**src/rtl/reimu_shot_ctrl.sv**
```systemverilog
// Player shot scheduler: NSLOT bullet slots fed by one fire input, advanced per frame
// tick with zone-dependent speed, retired off-screen or on boss contact.
module reimu_shot_ctrl #(
  parameter int unsigned NSLOT    = 4,
  parameter int unsigned COOLDOWN = 8,
  parameter logic [9:0]  BOSS_HP  = 10'd200,
  parameter int unsigned DMG      = 2,
  parameter int unsigned HALF_W   = 41,
  parameter int unsigned HALF_H   = 24
) (
  input  logic                  clk_22,
  input  logic                  rst,
  input  logic                  tick,
  input  logic                  fire,
  input  logic [9:0]            reimux,
  input  logic [9:0]            reimuy,
  input  logic [9:0]            bossx,
  input  logic [9:0]            bossy,
  output logic [NSLOT*10-1:0]   slot_x,
  output logic [NSLOT*10-1:0]   slot_y,
  output logic [NSLOT-1:0]      slot_active,
  output logic [9:0]            boss_hp,
  output logic                  hit_pulse,
  output logic                  boss_defeated
);

  localparam int unsigned CW = (COOLDOWN < 1) ? 1 : $clog2(COOLDOWN + 1);

  typedef enum logic {ACTIVE, DEFEATED} state_t;

  state_t           state;
  logic [9:0]       sx [NSLOT];
  logic [9:0]       sy [NSLOT];
  logic [NSLOT-1:0] act;
  logic [9:0]       hp;
  logic [CW-1:0]    cd;

  logic [NSLOT-1:0] hit_vec;
  logic [9:0]       step [NSLOT];
  logic [9:0]       nx_x [NSLOT];
  logic [9:0]       nx_y [NSLOT];
  logic [NSLOT-1:0] nx_act;
  logic [3:0]       hits;
  logic [15:0]      dmg;
  logic [9:0]       hp_next;
  logic             defeat;
  logic             spawn_ok;
  logic             taken;
  logic [CW-1:0]    cd_next;

  // Hit test widened to 11 bits so boxes near the screen edge cannot underflow.
  always_comb begin
    for (int unsigned i = 0; i < NSLOT; i++) begin
      hit_vec[i] = act[i]
                && (({1'b0, sx[i]} + 11'(HALF_W)) >= {1'b0, bossx})
                && ({1'b0, sx[i]} <= ({1'b0, bossx} + 11'(HALF_W)))
                && (({1'b0, sy[i]} + 11'(HALF_H)) >= {1'b0, bossy})
                && ({1'b0, sy[i]} <= ({1'b0, bossy} + 11'(HALF_H)));
      step[i] = (sy[i] <= 10'd120) ? 10'd1 :
                (sy[i] <= 10'd240) ? 10'd2 : 10'd4;
    end
  end

  always_comb begin
    hits   = '0;
    nx_act = act;
    for (int unsigned i = 0; i < NSLOT; i++) begin
      nx_x[i] = sx[i];
      nx_y[i] = sy[i];
      if (act[i]) begin
        if (hit_vec[i]) begin
          nx_act[i] = 1'b0;
          hits      = hits + 4'd1;
        end else if (sy[i] <= step[i]) begin
          nx_act[i] = 1'b0;
        end else begin
          nx_y[i] = sy[i] - step[i];
        end
      end
    end

    dmg     = 16'(hits) * 16'(DMG);
    hp_next = (16'(hp) > dmg) ? (hp - dmg[9:0]) : '0;
    defeat  = (hp_next == '0);

    // Free slots are judged on pre-tick occupancy, so this tick's retirements stay unusable.
    spawn_ok = fire && (cd == '0) && !defeat;
    taken    = 1'b0;
    for (int unsigned i = 0; i < NSLOT; i++) begin
      if (spawn_ok && !act[i] && !taken) begin
        nx_x[i]   = reimux;
        nx_y[i]   = reimuy;
        nx_act[i] = 1'b1;
        taken     = 1'b1;
      end
    end

    if (taken)
      cd_next = CW'(COOLDOWN);
    else if (cd != '0)
      cd_next = cd - CW'(1);
    else
      cd_next = cd;
  end

  always_ff @(posedge clk_22) begin
    if (rst) begin
      state         <= ACTIVE;
      act           <= '0;
      hp            <= BOSS_HP;
      cd            <= '0;
      hit_pulse     <= 1'b0;
      boss_defeated <= 1'b0;
      for (int unsigned i = 0; i < NSLOT; i++) begin
        sx[i] <= '0;
        sy[i] <= '0;
      end
    end else begin
      hit_pulse <= 1'b0;
      if (tick) begin
        case (state)
          ACTIVE: begin
            sx        <= nx_x;
            sy        <= nx_y;
            hp        <= hp_next;
            cd        <= cd_next;
            hit_pulse <= (hits != '0);
            if (defeat) begin
              state         <= DEFEATED;
              act           <= '0;
              boss_defeated <= 1'b1;
            end else begin
              act <= nx_act;
            end
          end
          DEFEATED: begin
            act <= '0;
            hp  <= '0;
          end
          default: state <= ACTIVE;
        endcase
      end
    end
  end

  always_comb begin
    for (int unsigned i = 0; i < NSLOT; i++) begin
      slot_x[10*i +: 10] = sx[i];
      slot_y[10*i +: 10] = sy[i];
    end
  end

  assign slot_active = act;
  assign boss_hp     = hp;

endmodule

```
**config.mk**
```make
export PLATFORM = sky130hd
export DESIGN_NAME = reimu_shot_ctrl
export DESIGN_NICKNAME = d
export VERILOG_FILES = /design/src/rtl/reimu_shot_ctrl.sv
export SDC_FILE = /design/constraint.sdc
export NUM_CORES = 1
export LEC_CHECK = 0
export BUFFER_PORTS_ARGS = -buffer_cell sky130_fd_sc_hd__buf_2
export CAP_MARGIN = 25
export CORE_ASPECT_RATIO = 0.7
export CORE_MARGIN = 2
export CORE_UTILIZATION = 55
export DETAILED_ROUTE_END_ITERATION = 10
export PLACE_DENSITY = 0.77
export SLEW_MARGIN = 20
export SYNTH_ARGS = -nofsm -noshare
export SYNTH_HDL_FRONTEND = slang
export SYNTH_SLANG_ARGS = --single-unit
```
**constraint.sdc**
```tcl
create_clock -name clk_22 -period 17.36 [get_ports clk_22]
set_input_delay 3.472 -clock clk_22 [delete_from_list [all_inputs] [get_ports clk_22]]
set_output_delay 3.472 -clock clk_22 [all_outputs]
set_load 0.02 [all_outputs]
```
### Word level (Yosys, flattened, before mapping)

Cells that the tools add are included.

* bits of input ports: 44
* output and inout port bits: 96
* register bits: 101
* word-level logic and storage cells: 185

* mux-type cells: 60
* magnitude comparators: 29
* reduce and logical (&&, ||, !) cells: 53
* bitwise gates (word level): 2
* add/sub/neg operators: 19
* equality and inequality tests: 8

Operator list (number)
* $mux 10: 17
* $ge 11x10->1: 8
* $le 10x11->1: 8
* $add 10x5->11 const B: 5
* $add 10x6->11 const B: 5
* $le 10x3->1: 4
* $le 10x7->1 const B: 4
* $le 10x8->1 const B: 4
* $sub 10x3->10: 4
* $mux 4: 9
* $logic_and 1x1->1: 25
* $mux 1: 24
* $mux 3: 8
* $pmux 10 s2: 1
* $reduce_and 5->1: 4
* $reduce_and 3->1: 6
* $ne 2x1->1 const B: 8
* $add 4x1->4 const B: 3
* $gt 10x5->1: 1
* $logic_not 10->1: 1
* $reduce_bool 2->1: 5
* $sub 10x5->10: 1
* $logic_not 1->1: 8
* $pmux 4 s2: 1
* 5 further kinds: 7

### Longest topological paths before layout

Gate-level depths: netlist of the first run.

* word-level depth: 35
* gate-level depth with buffers: 32
* gate-level depth less buffers: 30

### Worst setup path after synthesis of the first run

OpenSTA, ideal clock, no wires.

* path kind: input -> register
* start: in bossx[1]
* end: reg sy (netlist bit slot_y[22])
* path slack: 7387 ps
* stages: 31
* path buffers: 1
* arrival: 9841 ps
* required time: 17228 ps
* path through: inv_1 > nor3_1 > o21a_1 > o21ai_0 > xnor2_1 > ha_1 > nand4_1 > a211oi_1 > nor4_1 > a2111oi_0 > nor2_1 > and3_1 > ha_1 > a32o_1 > ha_1 > inv_1 > o21ai_0 > ha_1 > nor2_1 > or2_2 > ha_1 > nor2b_1 > o21a_1 > o21a_1 > o211ai_1 > o21bai_4 > a2111oi_4 > o21ai_2 > buf_4 > a211oi_1 > nor3_1

* cells in the longest elaborated chain, start to end: 30
* elaborated cells between the ends (all ways): 56
* those cells by class: 5 x add/sub; 9 x order compare; 2 x eq/ne; 12 x mux; 28 x reduce/logical

RTL lines
* start, declared: line 17 `input logic [9:0] bossx,`
* $add 10x6->11 or $ge 11x10->1 (tied branches): line 56, 55
* $le 10x11->1 or $logic_and 1x1->1 (tied branches): line 56, 55
* $logic_and 1x1->1: line 56 `&& ({1'b0, sx[i]} <= ({1'b0, bossx} + 11'(HALF_W)))`
* $logic_and 1x1->1: line 57 `&& (({1'b0, sy[i]} + 11'(HALF_H)) >= {1'b0, bossy})`
* $logic_and 1x1->1: line 58 `&& ({1'b0, sy[i]} <= ({1'b0, bossy} + 11'(HALF_H)));`
* $mux 1: line 71 `if (hit_vec[i]) begin`
* $mux 1: line 70 `if (act[i]) begin`
* $add 4x1->4: line 73 `hits = hits + 4'd1;`
* [... 14 more ...]
* $mux 1: line 90 `if (spawn_ok && !act[i] && !taken) begin`
* $logic_not 1->1: line 90
* $logic_and 1x1->1: line 90
* $mux 1: line 90
* $logic_not 1->1: line 90
* $logic_and 1x1->1: line 90
* $ne 2x1->1 (no line) or $reduce_bool 2->1 (tied branches)
* $reduce_and 5->1 (no line)
* end signal, assigned: line 124 `sy <= nx_y;`
* end, declared: line 33 `logic [9:0] sy [NSLOT];`

Parallel ways exist; a longest one is shown, timed or not.
A chain may end at the register's enable or synchronous reset.

### Final worst setup path of the first run

* start: in bossx[0]
* end: reg sy (netlist bit slot_y[29])

Same word-level chain as after synthesis.

==> out/results.ini, run 1 <==
[outcome]
status = finished, final reports clean

[floorplanning]
die_h_um = 119.3
die-area_sq_um = 20120
core_sq_um = 18760
fp-row-count = 42
initial_core_util_pct = 55.67
boundaryPins = 140
dieWidth_um = 168.7

[synth]
post_synth.cell_area_avg_sq_um = 7.858
synth-edff-count = 0
synthCells = 1329
yosys_warnings = 0
synthArstFlopShare_pct = 0
synth_nets = 1560
synth-seq-cells = 101
syn_area_sq_um = 10440
synth.distinct_cells = 81
ys.flop_type = dfxtp_1
yosysSeqAreaShare_pct = 19.36

[timing]
drv_slew = 0
tightestPinTransition_ns = 1.013
setup_viol = 0
relSlewSlack_pct = 30.75
finalHoldViolations = 0
period_needed_ns = 11.37
finalSetupTns_ns = 0
min_period_over_period_pct = 65.51
fmax_ghz = 0.08793
final.setup_skew_ns = 0.01328
rsz0062_at_grt = false

[critical_path]
cp_slowest_cell = a2111oi_0
crit_required_ns = 17.65
cp_common_cell = ha_1
arrival_ns = 11.66
cp-start-kind = input pin
criticalPathCategory = in -> reg
crit_fanout = 27
crit_path_max_incr_delay_ns = 0.91
end_kind = register

[clock_tree]
clk_latency_ns = 0.36
clock-sinks = 101
cts.repair.resized = 0
h-tree-depth = 3
cts_tree = done
clockRootBuffer = clkbuf_16
path_clk_slew_ns = 0.08
cts_setup_buffers = 0
cts_made_buffers = 9
cts.path.max_buffers = 2
ctsHoldBuffers = 0

[power]
vdd_drop_max_v = 0.00005590
power.total_uw = 943.7
p_leak_uw = 0.005326
power_density_nw_per_um2 = 81.07

[route]
vias = 10810
wl_per_cell_um = 20.69
dr.pass1.iters = 6
via_per_inst = 6.440
wirelength_um = 34730
route.detailed.drc = 0
ant_nets = 0
drt_iter0_markers = 1481

[layout]
final_nets = 1663
final_cells = 1679
area_growth_syn_to_layout_pct = 11.45
fillers = 1646
drive_above_1_share_pct = 12.94
diodes = 0

[placed_design]
dp_hpwl_um = 26790
portBuffers = 139
dp_cells = 1663
gp_congestion = 1.044

[global_routing]
antenna_found_initial = 0
grt_max_degree = 55
grt_pass1_wl_um = 54360
grt_pass1_vias = 9788
grt_usage_pct = 34.29
overflow = 0

[run]
drv_cap = 0

[hold_path]
min_path_type = reg -> reg

layout make-up:
class	count	area (sq um)	area share [%]
multi-input cells	1092	7915	68.00
flip-flops and latches	101	2022	17.37
repair buffers	146	750.7	6.450
inverters	82	307.8	2.644
well taps	242	302.8	2.601
clock buffers	9	225.2	1.935
clock inverters	7	116.4	0.9997
kinds of logic (layout without fill, tap and decap cells):
| family | after synthesis | in the layout | synth area share [%] |
|---|---|---|---|
| DFF | 101 | 101 | 19.36 |
| buffers and inverters | 136 | 244 | 5.092 |
| AOI/OAI and AO/OA | 383 | 383 | 24.63 |
| and+or+nand+nor | 431 | 431 | 20.27 |
| adders and majority gates | 187 | 187 | 22.76 |
| xor gates and xnor gates | 74 | 74 | 6.206 |
| muxes | 17 | 17 | 1.677 |
state kept, by name, indices dropped and copies added, names as in the netlist:
signal	cells
state	1
slot_active	4
slot_y	40
cd	4
boss_hp	10
boss_defeated	1
slot_x	40
hit_pulse	1
worst max-delay path, delay by kind of cell:
family | cells | cell delay [ns]
adders and majority gates | 5 | 1.42
buffers and inverters | 4 | 0.67
AOI/OAI and AO/OA | 13 | 3.71
and+or+nand+nor | 9 | 1.96
xor gates and xnor gates | 1 | 0.43
routing by layer:
metal	up-vias	global-route usage, %	share of wire, %
li1	5105	-	-
met1	5045	51.36	46
met2	587	47.54	40
met3	75	9.073	12
met4	0	9.860	2.5
met5	-	0	0
stage by stage:
step                      instance area, sq um  utilization [%]  hold slack (ns)  setup slack [ns]
after detailed placement                 11300            60.22           0.4693             5.828
after global routing                     11640            62.04           0.5071             5.465
after floorplan                          10440                -           0.4437             7.387
after global placement                   11300            60.22           0.4524             6.113
after CTS                                11640            62.04           0.4815             6.168
final                                    11640            62.04           0.4801             5.988
synth_stat cells (all sizes together) (7+ instances only):
library cell	n	area share (%)
ha	182	22
a21oi	117	5.7
nand2	112	4.0
dfxtp	101	19
nor2	100	3.6
inv	82	2.9
o21ai	80	3.9
xnor2	53	4.4
nor3	42	2.0
nand3	41	2.0
clkbuf	37	1.3
a21o	26	1.9
a211oi	25	1.9
nand4	24	1.4
nor2b	23	1.4
xor2	21	1.8
a31oi	19	1.1
o21a	18	1.3
buf	17	0.81
mux2i	16	1.6
nand2b	14	0.84
and3	13	0.78
nor4	11	0.66
or3	11	0.71
a221oi	9	0.75
and2	9	0.54
o2111ai	8	0.67
a311oi	7	0.59
o31ai	7	0.50
worst paths after layout:
| kind | start | to | depth (start not counted) | slack (ns) |
|---|---|---|---|---|
| max | bossx[0] | slot_y[29] | 32 | 5.99 |
| min | cd[0] | cd[0] | 2 | 0.48 |
| max reg2reg | slot_y[3] | slot_y[29] | 29 | 9.59 |
| min reg2reg | cd[0] | cd[0] | 2 | 0.48 |
cell usage in the layout (no fill, tap or decap), types with 5 or more instances in the layout:
cell and instances:
buf_4 8, a31oi_1 19, dfxtp_1 101, a311oi_1 7, o2111ai_1 8, nand2_1 112
nor2_1 98, o211ai_1 5, o21ai_0 78, or4_1 5, nor2b_1 23, nor3b_1 6
nand3b_1 5, and3_1 13, and2_1 8, and4_1 5, a221oi_1 9, o31ai_1 7
o21bai_1 5, a21oi_1 114, nand3_1 41, ha_1 182, mux2i_1 15, nor4_1 11
o21a_1 18, nand2b_1 14, inv_1 82, a211oi_1 22, clkbuf_16 9, or3_1 10
xor2_1 21, a21o_1 26, nand4_1 24, fa_1 5, nor3_1 42, xnor2_1 53
buf_2 138
report_power, final:
part,switching (uW),total (uW),internal (uW)
Combinational,252,415,163
Sequential,43.3,294,251
Clock,104,234,131
Power figures use the tool's default switching activity.
==> run 2: changes to the inputs <==
--- a/config.mk
+++ b/config.mk
@@ -5,13 +5,14 @@
 export SDC_FILE = /design/constraint.sdc
 export NUM_CORES = 1
 export LEC_CHECK = 0
+export ABC_AREA = 1
 export BUFFER_PORTS_ARGS = -buffer_cell sky130_fd_sc_hd__buf_2
 export CAP_MARGIN = 25
 export CORE_ASPECT_RATIO = 0.7
 export CORE_MARGIN = 2
 export CORE_UTILIZATION = 55
 export DETAILED_ROUTE_END_ITERATION = 10
-export PLACE_DENSITY = 0.77
+export PLACE_DENSITY = 0.79
 export SLEW_MARGIN = 20
 export SYNTH_ARGS = -nofsm -noshare
 export SYNTH_HDL_FRONTEND = slang
==> constraint.sdc (replaced) <==
create_clock -name clk_22 -period 10.2 [get_ports clk_22]
set_input_delay 2.04 -clock clk_22 [delete_from_list [all_inputs] [get_ports clk_22]]
set_output_delay 2.04 -clock clk_22 [all_outputs]
set_load 0.02 [all_outputs]
==> run 2 against run 1 <==
Flip-flop and latch count stayed put; clock power is 59% higher; combinational power rose to 5.6 times the previous value; die area increased by 8.2%; via count is 14% higher; clock skew is 0.00068 ns higher; clock-buffer cell count is 1 higher; power grew to 3.6 times the previous value; global-route usage grew 1.1 points; critical path type unchanged.
==> out/results.ini, run 2 <==
[outcome]
status = finished, final reports clean

[layout]
diodes = 0
drive_above_1_share_pct = 11.14
final_nets = 2085
area_growth_syn_to_layout_pct = 10.51
final_cells = 2129
final_cell_area_sq_um = 12510
layout_commonest_cell = nand2_1
final_cell_mix = 381 x nand2_1, 236 x inv_1, 185 x nor2_1, 182 x ha_1, 139 x buf_2

[critical_path]
crit_path_max_incr_delay_ns = 0.48
timing.rr.end = slot_y[25]
r2r_slack_ns = 2.82
cp_slowest_cell = xor2_1
crit_required_ns = 10.45
worstRegToRegCells = 43
startpoint = bossy[3]
crit_fanout = 21
criticalPathCategory = in -> reg
cp-start-kind = input pin
cp_common_cell = nand2_1
end_kind = register
arrival_ns = 9.27
r2r-start = slot_y[3]

[route]
wirelength_um = 38850
via_per_inst = 5.798
drt_iter0_markers = 1612
dr.pass1.iters = 6
vias = 12350
route.detailed.drc = 0
wl_per_cell_um = 18.25
ant_nets = 0

[power]
power_density_nw_per_um2 = 273.2
switching_share_pct = 54.30
power.share.clock_pct = 10.9
p_leak_uw = 0.006797
combinationalPowerShare_pct = 68.2
sequentialPowerShare_pct = 21.0
vdd_drop_max_v = 0.0001612
switchingPower_uw = 1856
power.internal_uw = 1562

[synth]
synth_nets = 1963
yosys_warnings = 0
synthCells = 1732
synth-edff-count = 0
ys.flop_type = dfxtp_1
synth-seq-cells = 101
synth.largest_area_cell = ha_1
yosysMostFrequentCell = nand2_1
synthArstFlopShare_pct = 0
netlist_top_cells_area = ha_1 20%, dfxtp_1 18%, nand2_1 13%
synth.distinct_cells = 56
syn_area_sq_um = 11320
post_synth.cell_area_avg_sq_um = 6.537
yosysSeqAreaShare_pct = 17.86
netlist_top_cells_count = 381 x nand2_1, 237 x inv_1, 185 x nor2_1
yosys.area.top_type_share_pct = 20.11

[hold_path]
min_path_cells = 2
min_from = cd[1]
min_path_type = reg -> reg
hold_end = cd[1]

[timing]
fmax_ghz = 0.1109
final.setup_skew_ns = 0.01396
finalSetupTns_ns = 0
worst_hold_slack_ns = 0.4690
period_needed_ns = 9.017
drv_slew = 0
relSlewSlack_pct = 45.41
tightestPinTransition_ns = 0.8083
min_period_over_period_pct = 88.40
postLayoutSetupSlackWorst_ns = 1.183
finalHoldViolations = 0
setup_viol = 0
rsz0062_at_grt = false

[global_routing]
grt_max_degree = 43
grt_pass1_wl_um = 59710
antenna_found_initial = 0
overflow = 0
grt_usage_pct = 35.44
grt_pass1_vias = 11000

[clock_tree]
clock-sinks = 101
path_clk_slew_ns = 0.07
cts_tree = done
cts_made_buffers = 9
clk_latency_ns = 0.37
cts_setup_buffers = 0
h-tree-depth = 3
cts.repair.resized = 0
cts.path.max_buffers = 2
ctsHoldBuffers = 0
clockRootBuffer = clkbuf_16

[floorplanning]
dieWidth_um = 175.5
boundaryPins = 140
core_sq_um = 20010
initial_core_util_pct = 56.57
fp-row-count = 43
die_h_um = 124.0
die-area_sq_um = 21770

[run]
drv_cap = 0

[placed_design]
dp_cells = 2113
dp_hpwl_um = 30500
gp_congestion = 1.012
place_ws_ns = 0.9553
portBuffers = 139
post_dp_cell_area_sq_um = 12210

## run 2: per-layer routing
layer / vias up / global-route usage, % / wire, um
met4: 0 / 11.62 / 1078
met1: 5571 / 51.48 / 17530
met3: 81 / 9.768 / 4961
met5: - / 0 / 0
met2: 686 / 50.07 / 15280
li1: 6007 / - / -
## run 2: power groups by stage
stage / clock network, uW / registers, uW / logic (uW)
2_1_floorplan: 0 / 745 / 1680
3_3_place_gp: 0 / 713 / 2220
3_5_place_dp: 0 / 713 / 2270
4_1_cts: 372 / 706 / 2290
5_1_grt: 386 / 729 / 2640
6_report: 372 / 716 / 2330
## run 2: final cells by class
cell class                 count  area (sq um)
inverter                     249         934.6
fill                        1900          7502
clock inverter                 6         75.07
multi-input combinational   1351          8195
timing repair buffer         142         718.2
sequential                   101          2022
clock buffer                  10         229.0
tap                          270         337.8
## run 2: worst max-delay path by stage
stage | end
CTS | slot_y[25]
floorplan | slot_y[6]
detailed placement | slot_y[25]
global placement | slot_y[20]
finish | slot_y[25]
global route | slot_y[25]
## run 2: cell families (layout without fill, tap and decap cells)
group                      after synthesis  count (layout)  synth area share [%]
DFF                                    101             101                 17.86
xor gates and xnor gates                77              77                 5.956
adders and majority gates              187             187                 21.00
and+or+nand+nor                        785             785                 30.43
buffers and inverters                  280             407                 9.758
AOI/OAI and AO/OA                      302             302                 15.00
## run 2: worst max-delay path, delay by kind of cell
family	cells	cell delay, ns
AOI/OAI and AO/OA	3	0.42
and+or+nand+nor	28	3.55
xor gates and xnor gates	1	0.48
buffers and inverters	6	0.79
adders and majority gates	6	1.95
## run 2: through the flow
stage / power (uW) / utilization, %
6_report: 3418 / 62.52
5_1_grt: 3755 / 62.52
4_1_cts: 3365 / 62.52
3_5_place_dp: 2986 / 61.00
3_3_place_gp: 2936 / 61.00
2_1_floorplan: 2424 / -
==> run 3: changes to the inputs <==
--- a/config.mk
+++ b/config.mk
@@ -7,12 +7,12 @@
 export LEC_CHECK = 0
 export ABC_AREA = 1
 export BUFFER_PORTS_ARGS = -buffer_cell sky130_fd_sc_hd__buf_2
-export CAP_MARGIN = 25
+export CAP_MARGIN = 20
 export CORE_ASPECT_RATIO = 0.7
 export CORE_MARGIN = 2
-export CORE_UTILIZATION = 55
+export CORE_UTILIZATION = 45
 export DETAILED_ROUTE_END_ITERATION = 10
-export PLACE_DENSITY = 0.79
+export PLACE_DENSITY = 0.67
 export SLEW_MARGIN = 20
 export SYNTH_ARGS = -nofsm -noshare
 export SYNTH_HDL_FRONTEND = slang
==> run 3 against run 2 <==
Die area rose by 22%; utilization decreased by 12 points; highest routed layer unchanged; clock power decreased by 2%; non-clock buffer count is 1 lower; global-route usage decreased by 5.5 points; sequential power rose by 2%; clock skew down 0.0016 ns; via count is 1.5% lower; sequential share of layout area decreased by 0.061 points; register-to-register slack improved by 0.13 ns; setup slack better by 0.25 ns.
==> out/results.ini, run 3 (same netlist as run 2, synthesis figures left out) <==
[critical_path]
criticalPathCategory = in -> reg
cp_top_family = simple AND/OR/NAND/NOR gates
cp-start-kind = input pin
arrival_ns = 9.02
end_kind = register
cp_common_cell = nand2_1
path_buf_inv = 8
crit_fanout = 21
crit_path_max_incr_delay_ns = 0.44
cp_slowest_cell = nand3_2
crit_required_ns = 10.45

[outcome]
status = finished, final reports clean

[clock_tree]
h-tree-depth = 3
clockRootBuffer = clkbuf_16
cts_setup_buffers = 0
cts.repair.resized = 0
cts_tree = done
cts.path.max_buffers = 2
path_clk_slew_ns = 0.08
clk_latency_ns = 0.37
cts_made_buffers = 9
clock-sinks = 101
ctsHoldBuffers = 0

[timing]
fmax_ghz = 0.1141
setup_viol = 0
tightestPinTransition_ns = 0.8628
finalHoldViolations = 0
rsz0062_at_grt = false
period_needed_ns = 8.762
drv_slew = 0
final.setup_skew_ns = 0.01235
relSlewSlack_pct = 42.32
min_period_over_period_pct = 85.90
finalSetupTns_ns = 0

[power]
sequentialPowerShare_pct = 21.4
p_leak_uw = 0.006792
power_density_nw_per_um2 = 270.7
combinationalPowerShare_pct = 67.9
switchingPower_uw = 1856
power.total_uw = 3399
vdd_drop_max_v = 0.0001369
power.internal_uw = 1543
power.share.clock_pct = 10.7
switching_share_pct = 54.61

[route]
dr_wl_met2_um = 15520
wirelength_um = 39730
drt_iter0_markers = 1225
dr.pass1.iters = 6
route.detailed.drc = 0
wl_met3_um = 4158
vias = 12160
wl_per_cell_um = 18.20
via_per_inst = 5.568
ant_nets = 0
maxUsedRoutingLayer = met4
wl_met1_um = 19220

[placed_design]
post_dp_cell_area_sq_um = 12270
dp_hpwl_um = 31360
portBuffers = 139
dp_cells = 2167
gp_congestion = 0.9621

[floorplanning]
die_h_um = 136.7
die-area_sq_um = 26470
fp-row-count = 48
dieWidth_um = 193.6
initial_core_util_pct = 45.87
boundaryPins = 140
core_sq_um = 24680

[global_routing]
grt_usage_pct = 29.92
antenna_found_initial = 0
grt_pass1_vias = 10830
grt_max_degree = 78
grt_pass1_wl_um = 61600
overflow = 0

[layout]
final_cell_area_sq_um = 12560
drive_above_1_share_pct = 11.14
diodes = 0
area_growth_syn_to_layout_pct = 10.93
final_nets = 2084
layout_commonest_cell = nand2_1
final_cells = 2183
final_cell_mix = 381 x nand2_1, 236 x inv_1, 185 x nor2_1, 182 x ha_1, 139 x buf_2
fillers = 2577

[hold_path]
min_path_type = reg -> reg

[run]
drv_cap = 0

==> run 3: changes by cell type in the layout (fill, tap and decap cells not counted), sizes merged <==
cell / delta
clkinv: +2
clkinvlp: -1
bufinv: -1
buf: -1
==> run 3: final cells by class <==
type,count,area (sq um),area share (%)
sequential,101,2022,16.10
multi-input combinational,1351,8195,65.25
clock inverter,6,51.30,0.4084
tap,325,406.6,3.238
timing repair buffer,141,710.7,5.659
inverter,249,934.6,7.442
clock buffer,10,239.0,1.903
==> run 3: tightest hold or removal path, stage by stage, from the launching register on <==
cell     delay [ns]
dfxtp_1        0.32
nand2_1        0.06
a21oi_1        0.05
==> run 3: path summary, 6_finish.rpt <==
check	to	startpoint	cells past startpoint	slack, ns
setup / recovery	slot_y[27]	bossy[3]	45	1.44
hold / removal	cd[1]	cd[1]	2	0.47
setup reg to reg	slot_y[27]	slot_y[3]	43	2.95
hold reg to reg	cd[1]	cd[1]	2	0.47
==> run 3: metal layers <==
metal	track usage [%]	vias up
met2	42.44	596
met5	0	-
met3	5.397	57
li1	-	5996
met4	8.015	0
met1	45.62	5506
==> run 3: through the flow <==
step | hold slack [ns] | util (%) | setup slack [ns]
4_1_cts | 0.4780 | 50.88 | 1.557
5_1_grt | 0.5010 | 50.88 | 0.7087
3_5_place_dp | 0.4664 | 49.71 | 1.178
3_3_place_gp | 0.4508 | 49.71 | 1.348
6_report | 0.4701 | 50.88 | 1.438
2_1_floorplan | 0.4392 | - | 2.786
==> run 3: power by group through the flow <==
stage / logic (uW) / clock network [uW] / registers, uW
after floorplan: 1680 / 0 / 745
after global placement: 2240 / 0 / 728
after detailed placement: 2270 / 0 / 725
after CTS: 2280 / 371 / 716
after global routing: 2630 / 382 / 739
final: 2310 / 364 / 727
